<file path="src/rtl/level_game_pkg.sv">
// Shared state encoding and secret-code generator for the level code game.
package level_game_pkg;

  typedef enum logic [2:0] {
    ST_ENTRY   = 3'd0,
    ST_CORRECT = 3'd1,
    ST_WRONG   = 3'd2,
    ST_LOCKOUT = 3'd3,
    ST_WIN     = 3'd4
  } state_t;

  // Secret for level k is (5k+3) reduced modulo 2^dw; the caller slices to its width.
  function automatic logic [31:0] secret_code(input logic [31:0] lvl, input int unsigned dw);
    logic [31:0] raw;
    logic [31:0] mask;
    raw  = (lvl * 32'd5) + 32'd3;
    mask = (dw >= 32) ? 32'hFFFF_FFFF : ((32'd1 << dw) - 32'd1);
    return raw & mask;
  endfunction

endpackage

</file>
<file path="src/rtl/edge_detect.sv">
// Registers a level input and flags its rising edge in the same cycle it rises.
module edge_detect (
  input  logic clk,
  input  logic rst_n,
  input  logic sig,
  output logic rise
);

  logic sig_q;

  always_ff @(posedge clk or negedge rst_n) begin
    if (!rst_n) begin
      sig_q <= 1'b0;
    end else begin
      sig_q <= sig;
    end
  end

  assign rise = sig & ~sig_q;

endmodule

</file>
<file path="src/rtl/level_code_game.sv">
// Code-entry level game: per-level secret check, limited tries with timed lockout, win state.
// All outputs come straight from registers; controls act once per rising edge.
module level_code_game
  import level_game_pkg::*;
#(
  parameter int DATA_W      = 4,
  parameter int LEVELS      = 4,
  parameter int MAX_TRIES   = 3,
  parameter int LOCK_CYCLES = 8,
  localparam int LVL_W      = (LEVELS > 1) ? $clog2(LEVELS) : 1,
  localparam int TRY_W      = $clog2(MAX_TRIES + 1)
) (
  input  logic              clk,
  input  logic              rst_n,
  input  logic [DATA_W-1:0] data,
  input  logic              submit,
  input  logic              nextLevel,
  output logic [2:0]        out,
  output logic [LVL_W-1:0]  level,
  output logic [TRY_W-1:0]  tries_left
);

  localparam int TMR_W = $clog2(LOCK_CYCLES);

  state_t            st_q, st_d;
  logic [LVL_W-1:0]  lvl_q, lvl_d;
  logic [TRY_W-1:0]  tries_q, tries_d;
  logic [TMR_W-1:0]  tmr_q, tmr_d;
  logic              sub_rise;
  logic              nxt_rise;
  logic [DATA_W-1:0] secret;

  edge_detect u_sub_edge (
    .clk   (clk),
    .rst_n (rst_n),
    .sig   (submit),
    .rise  (sub_rise)
  );

  edge_detect u_nxt_edge (
    .clk   (clk),
    .rst_n (rst_n),
    .sig   (nextLevel),
    .rise  (nxt_rise)
  );

  assign secret = DATA_W'(secret_code(32'(lvl_q), DATA_W));

  always_ff @(posedge clk or negedge rst_n) begin
    if (!rst_n) begin
      st_q    <= ST_ENTRY;
      lvl_q   <= '0;
      tries_q <= TRY_W'(MAX_TRIES);
      tmr_q   <= '0;
    end else begin
      st_q    <= st_d;
      lvl_q   <= lvl_d;
      tries_q <= tries_d;
      tmr_q   <= tmr_d;
    end
  end

  // Each state only listens to its own edge, so a simultaneous other edge is dropped.
  always_comb begin
    st_d    = st_q;
    lvl_d   = lvl_q;
    tries_d = tries_q;
    tmr_d   = tmr_q;
    case (st_q)
      ST_ENTRY, ST_WRONG: begin
        if (sub_rise) begin
          if (data == secret) begin
            st_d = ST_CORRECT;
          end else if (tries_q > TRY_W'(1)) begin
            tries_d = tries_q - TRY_W'(1);
            st_d    = ST_WRONG;
          end else begin
            tries_d = '0;
            tmr_d   = TMR_W'(LOCK_CYCLES - 1);
            st_d    = ST_LOCKOUT;
          end
        end
      end
      ST_CORRECT: begin
        if (nxt_rise) begin
          if (lvl_q < LVL_W'(LEVELS - 1)) begin
            lvl_d   = lvl_q + LVL_W'(1);
            tries_d = TRY_W'(MAX_TRIES);
            st_d    = ST_ENTRY;
          end else begin
            st_d = ST_WIN;
          end
        end
      end
      ST_LOCKOUT: begin
        // Timer loaded with LOCK_CYCLES-1 so LOCKOUT is held for exactly LOCK_CYCLES cycles.
        if (tmr_q == '0) begin
          st_d    = ST_ENTRY;
          lvl_d   = '0;
          tries_d = TRY_W'(MAX_TRIES);
        end else begin
          tmr_d = tmr_q - TMR_W'(1);
        end
      end
      ST_WIN: begin
        if (nxt_rise) begin
          st_d    = ST_ENTRY;
          lvl_d   = '0;
          tries_d = TRY_W'(MAX_TRIES);
        end
      end
      default: begin
        st_d    = ST_ENTRY;
        lvl_d   = '0;
        tries_d = TRY_W'(MAX_TRIES);
        tmr_d   = '0;
      end
    endcase
  end

  assign out        = st_q;
  assign level      = lvl_q;
  assign tries_left = tries_q;

endmodule

</file>
<file path="config.mk">
export PLATFORM = sky130hd
export DESIGN_NAME = level_code_game
export DESIGN_NICKNAME = d
export VERILOG_FILES = /design/src/rtl/level_game_pkg.sv /design/src/rtl/edge_detect.sv /design/src/rtl/level_code_game.sv
export SDC_FILE = /design/constraint.sdc
export NUM_CORES = 1
export LEC_CHECK = 0
export BUFFER_PORTS_ARGS = -buffer_cell sky130_fd_sc_hd__buf_4
export CORE_MARGIN = 2
export CORE_UTILIZATION = 48
export CTS_CLUSTER_SIZE = 20
export DETAILED_ROUTE_END_ITERATION = 8
export PLACE_DENSITY = 0.8
export SYNTH_ARGS = -nofsm -noshare
export SYNTH_HDL_FRONTEND = slang
export SYNTH_SLANG_ARGS = --single-unit
</file>
<file path="constraint.sdc">
create_clock -name clk -period 2.25 [get_ports clk]
set_input_delay 0.45 -clock clk [delete_from_list [all_inputs] [get_ports clk]]
set_output_delay 0.45 -clock clk [all_outputs]
set_load 0.05 [all_outputs]
</file>
==> impl_metrics.ini <==
[global_route]
gr-total-overflow = 0
grt_max_degree = 18
grt_pass1_vias = 584
antenna_found_initial = 0
grt_pass1_wl_um = 2590
track_usage_pct = 18.3

[sta]
final-max-slew-violation-count = 0
hold_viol = 0
finalClockSkew_ns = 0.00315
rsz0062_at_grt = false
relSlewSlack_pct = 64.6
fmaxAchievable_mhz = 527
setup_viol = 0
finalWorstSetupSlack_ns = 0.352
fin_crit_sh_pct = 84.3
post-route-min-period_ns = 1.90
worst_pin_slew_ns = 0.531
tns_ns = 0

[synthesis]
yosys_warnings = 0
synth-main-ff-cell = dfrtp_1
synth_common_cells = dfrtp_1, inv_1, a21oi_1
synth.area.top_cells = dfrtp_1, dfstp_2, ha_1, inv_1, a21oi_1
synth-seq-cells = 12
synth_top_cell_by_area = dfrtp_1
netlist.area_leader.share_pct = 30.0
synth_edf_count = 0
async_flop_share_pct = 100
netlist_area_um2 = 833
yosysUniqueCellTypes = 40
synth_nets = 92
yosysSeqAreaShare_pct = 36.3
avgSynthCellArea_um2 = 10.4
synth_cells = 80
yosysMostFrequentCell = dfrtp_1

[setup_path]
cp-start-kind = flop
critPathMaxStageDelay_ns = 0.44
crit_type = flop to flop
rrSetupSlack_ns = 0.35
r2r-end = tries_left[0]
startpoint = level[0]
crit_required_ns = 2.46
path_cells = inv_1 > ha_1 > and3b_1 > o2111a_1 > a211oi_1 > mux2i_1
arrival_ns = 2.11
cp-end-kind = flop
r2r-start = level[0]
cp_max_fo = 6
rr_worst_depth = 6
crit_slowest_cell = dfrtp_1

[clocking]
cts-resized-gates = 0
tritoncts = done
tritoncts.num_buffers = 3
cts_hold_buf = 1
clockBufferDepth = 2
root_buffer = clkbuf_4
clk_pin_slew_ns = 0.07
post-cts-setup-buffers = 0
clock-sinks = 12
clk_latency_ns = 0.28
h-tree-depth = 1

[die]
die_h_um = 45.7
die_area_mm2 = 0.00209
die_w_um = 45.7
rows = 15
io_pins = 15
start_util_pct = 49.9
core_mm2 = 0.00167

[route]
ant_nets = 0
num_vias = 680
wl_per_cell_um = 14.9
drc_errors = 0
firstDrtPassIters = 4
avgViaCountPerCell = 6.07
wl_um = 1670
first_iter_violations = 16

[placement]
dp_hpwl_um = 1270
gp_congestion = 0.816
place_ws_ns = 0.398
post_dp_cell_area_um2 = 915
io_buffers = 14

[pwr]
combPwrFrac_pct = 54.1
p_switching_uw = 660
internal_power_uw = 716
power_leakage_uw = 0.000446
sw_frac_of_total_pct = 48.0
pwr-share-clk_pct = 12.6
irDropWorstVdd_mv = 0.874
p_total_uw = 1380
seqPwrFrac_pct = 33.3
power_density_mw_per_mm2 = 1430

[cells_and_area]
diodes = 0
layout-drive-gt1-share_pct = 31.6
post-route-util_pct = 57.5
final_nets = 108
syn_to_final_growth_pct = 15.3
fillCellCount = 148
final_area_um2 = 961

[min_path]
holdPathStages = 1
worstHoldStart = nextLevel
holdCritPathClass = input port to flop
whs_endpoint = u_nxt_edge.sig_q

[flow_run]
drv_cap = 0

[outcome]
status = completed
==> power groups by stage <==
stage / clock (uW) / sequential (uW) / combinational (uW)
3_5_place_dp: 0 / 461 / 738
5_1_grt: 185 / 476 / 802
3_3_place_gp: 0 / 453 / 711
6_report: 173 / 458 / 744
4_1_cts: 177 / 456 / 741
2_1_floorplan: 0 / 563 / 504
==> cell type report <==
| cell class | instances | area, um2 | share of cell area (%) |
|---|---|---|---|
| Clock buffer | 4 | 36.3 | 3.78 |
| Sequential cell | 12 | 303 | 31.5 |
| Timing Repair Buffer | 15 | 115 | 12.0 |
| Inverter | 7 | 26.3 | 2.73 |
| Multi-Input combinational cell | 57 | 459 | 47.8 |
| Tap cell | 17 | 21.3 | 2.21 |
==> routing by layer <==
layer	up-vias	GRT usage, %	part of all wire [%]
li1	320	-	-
met1	329	22.5	44
met2	27	27.9	46
met3	4	7.14	7.9
met4	0	8.82	2.0
met5	-	0	0
==> cell families (layout without fill, tap and decap cells) <==
group / count (synthesis) / in the layout / synth area share, %
AND/OR/NAND/NOR: 24 / 24 / 18.6
AO/OA/AOI/OAI: 22 / 22 / 22.2
flip-flops: 12 / 12 / 36.3
buffers and inverters: 11 / 26 / 8.56
adder cells (fa/ha/maj): 4 / 4 / 6.01
multiplexers: 4 / 4 / 5.11
XOR/XNOR: 3 / 3 / 3.15
==> per-stage QoR <==
stage,hold slack [ns],cells
5_1_grt,0.275,112
4_1_cts,0.283,112
3_5_place_dp,0.298,107
2_1_floorplan,0.154,80
3_3_place_gp,0.295,107
6_report,0.288,112
==> registers in the layout (all words and copies together) (netlist names) <==
register and flops:
out 3, tries_left 2, u_nxt_edge.sig_q 1, level 2
tmr_q 3, u_sub_edge.sig_q 1
==> critical path: cells and delay by family, from the launching register on <==
family / cells / cell delay, ns
buffers and inverters: 1 / 0.07
adders and majority gates: 1 / 0.33
AOI/OAI and AO/OA: 2 / 0.54
muxes: 1 / 0.22
DFF: 1 / 0.44
and+or+nand+nor: 1 / 0.22
==> worst max path at each step <==
stage	end	slack (ns)	depth (start not counted)
floorplan	tries_left[0]	0.20	6
global placement	tries_left[0]	0.48	6
detailed placement	tries_left[0]	0.40	6
CTS	tmr_q[2]	0.38	6
global route	tries_left[0]	0.27	6
finish	tries_left[0]	0.35	6
==> placed cells by master, fill, tap and decap left out, types with 3 or more instances in the layout <==
cell,synthesis,layout
a21oi_1,5,5
buf_4,1,14
clkbuf_4,0,3
dfrtp_1,10,10
ha_1,4,4
inv_1,7,7
nand2_1,4,4
nor2_1,3,3
No activity file was read; power rests on OpenSTA's default activity.
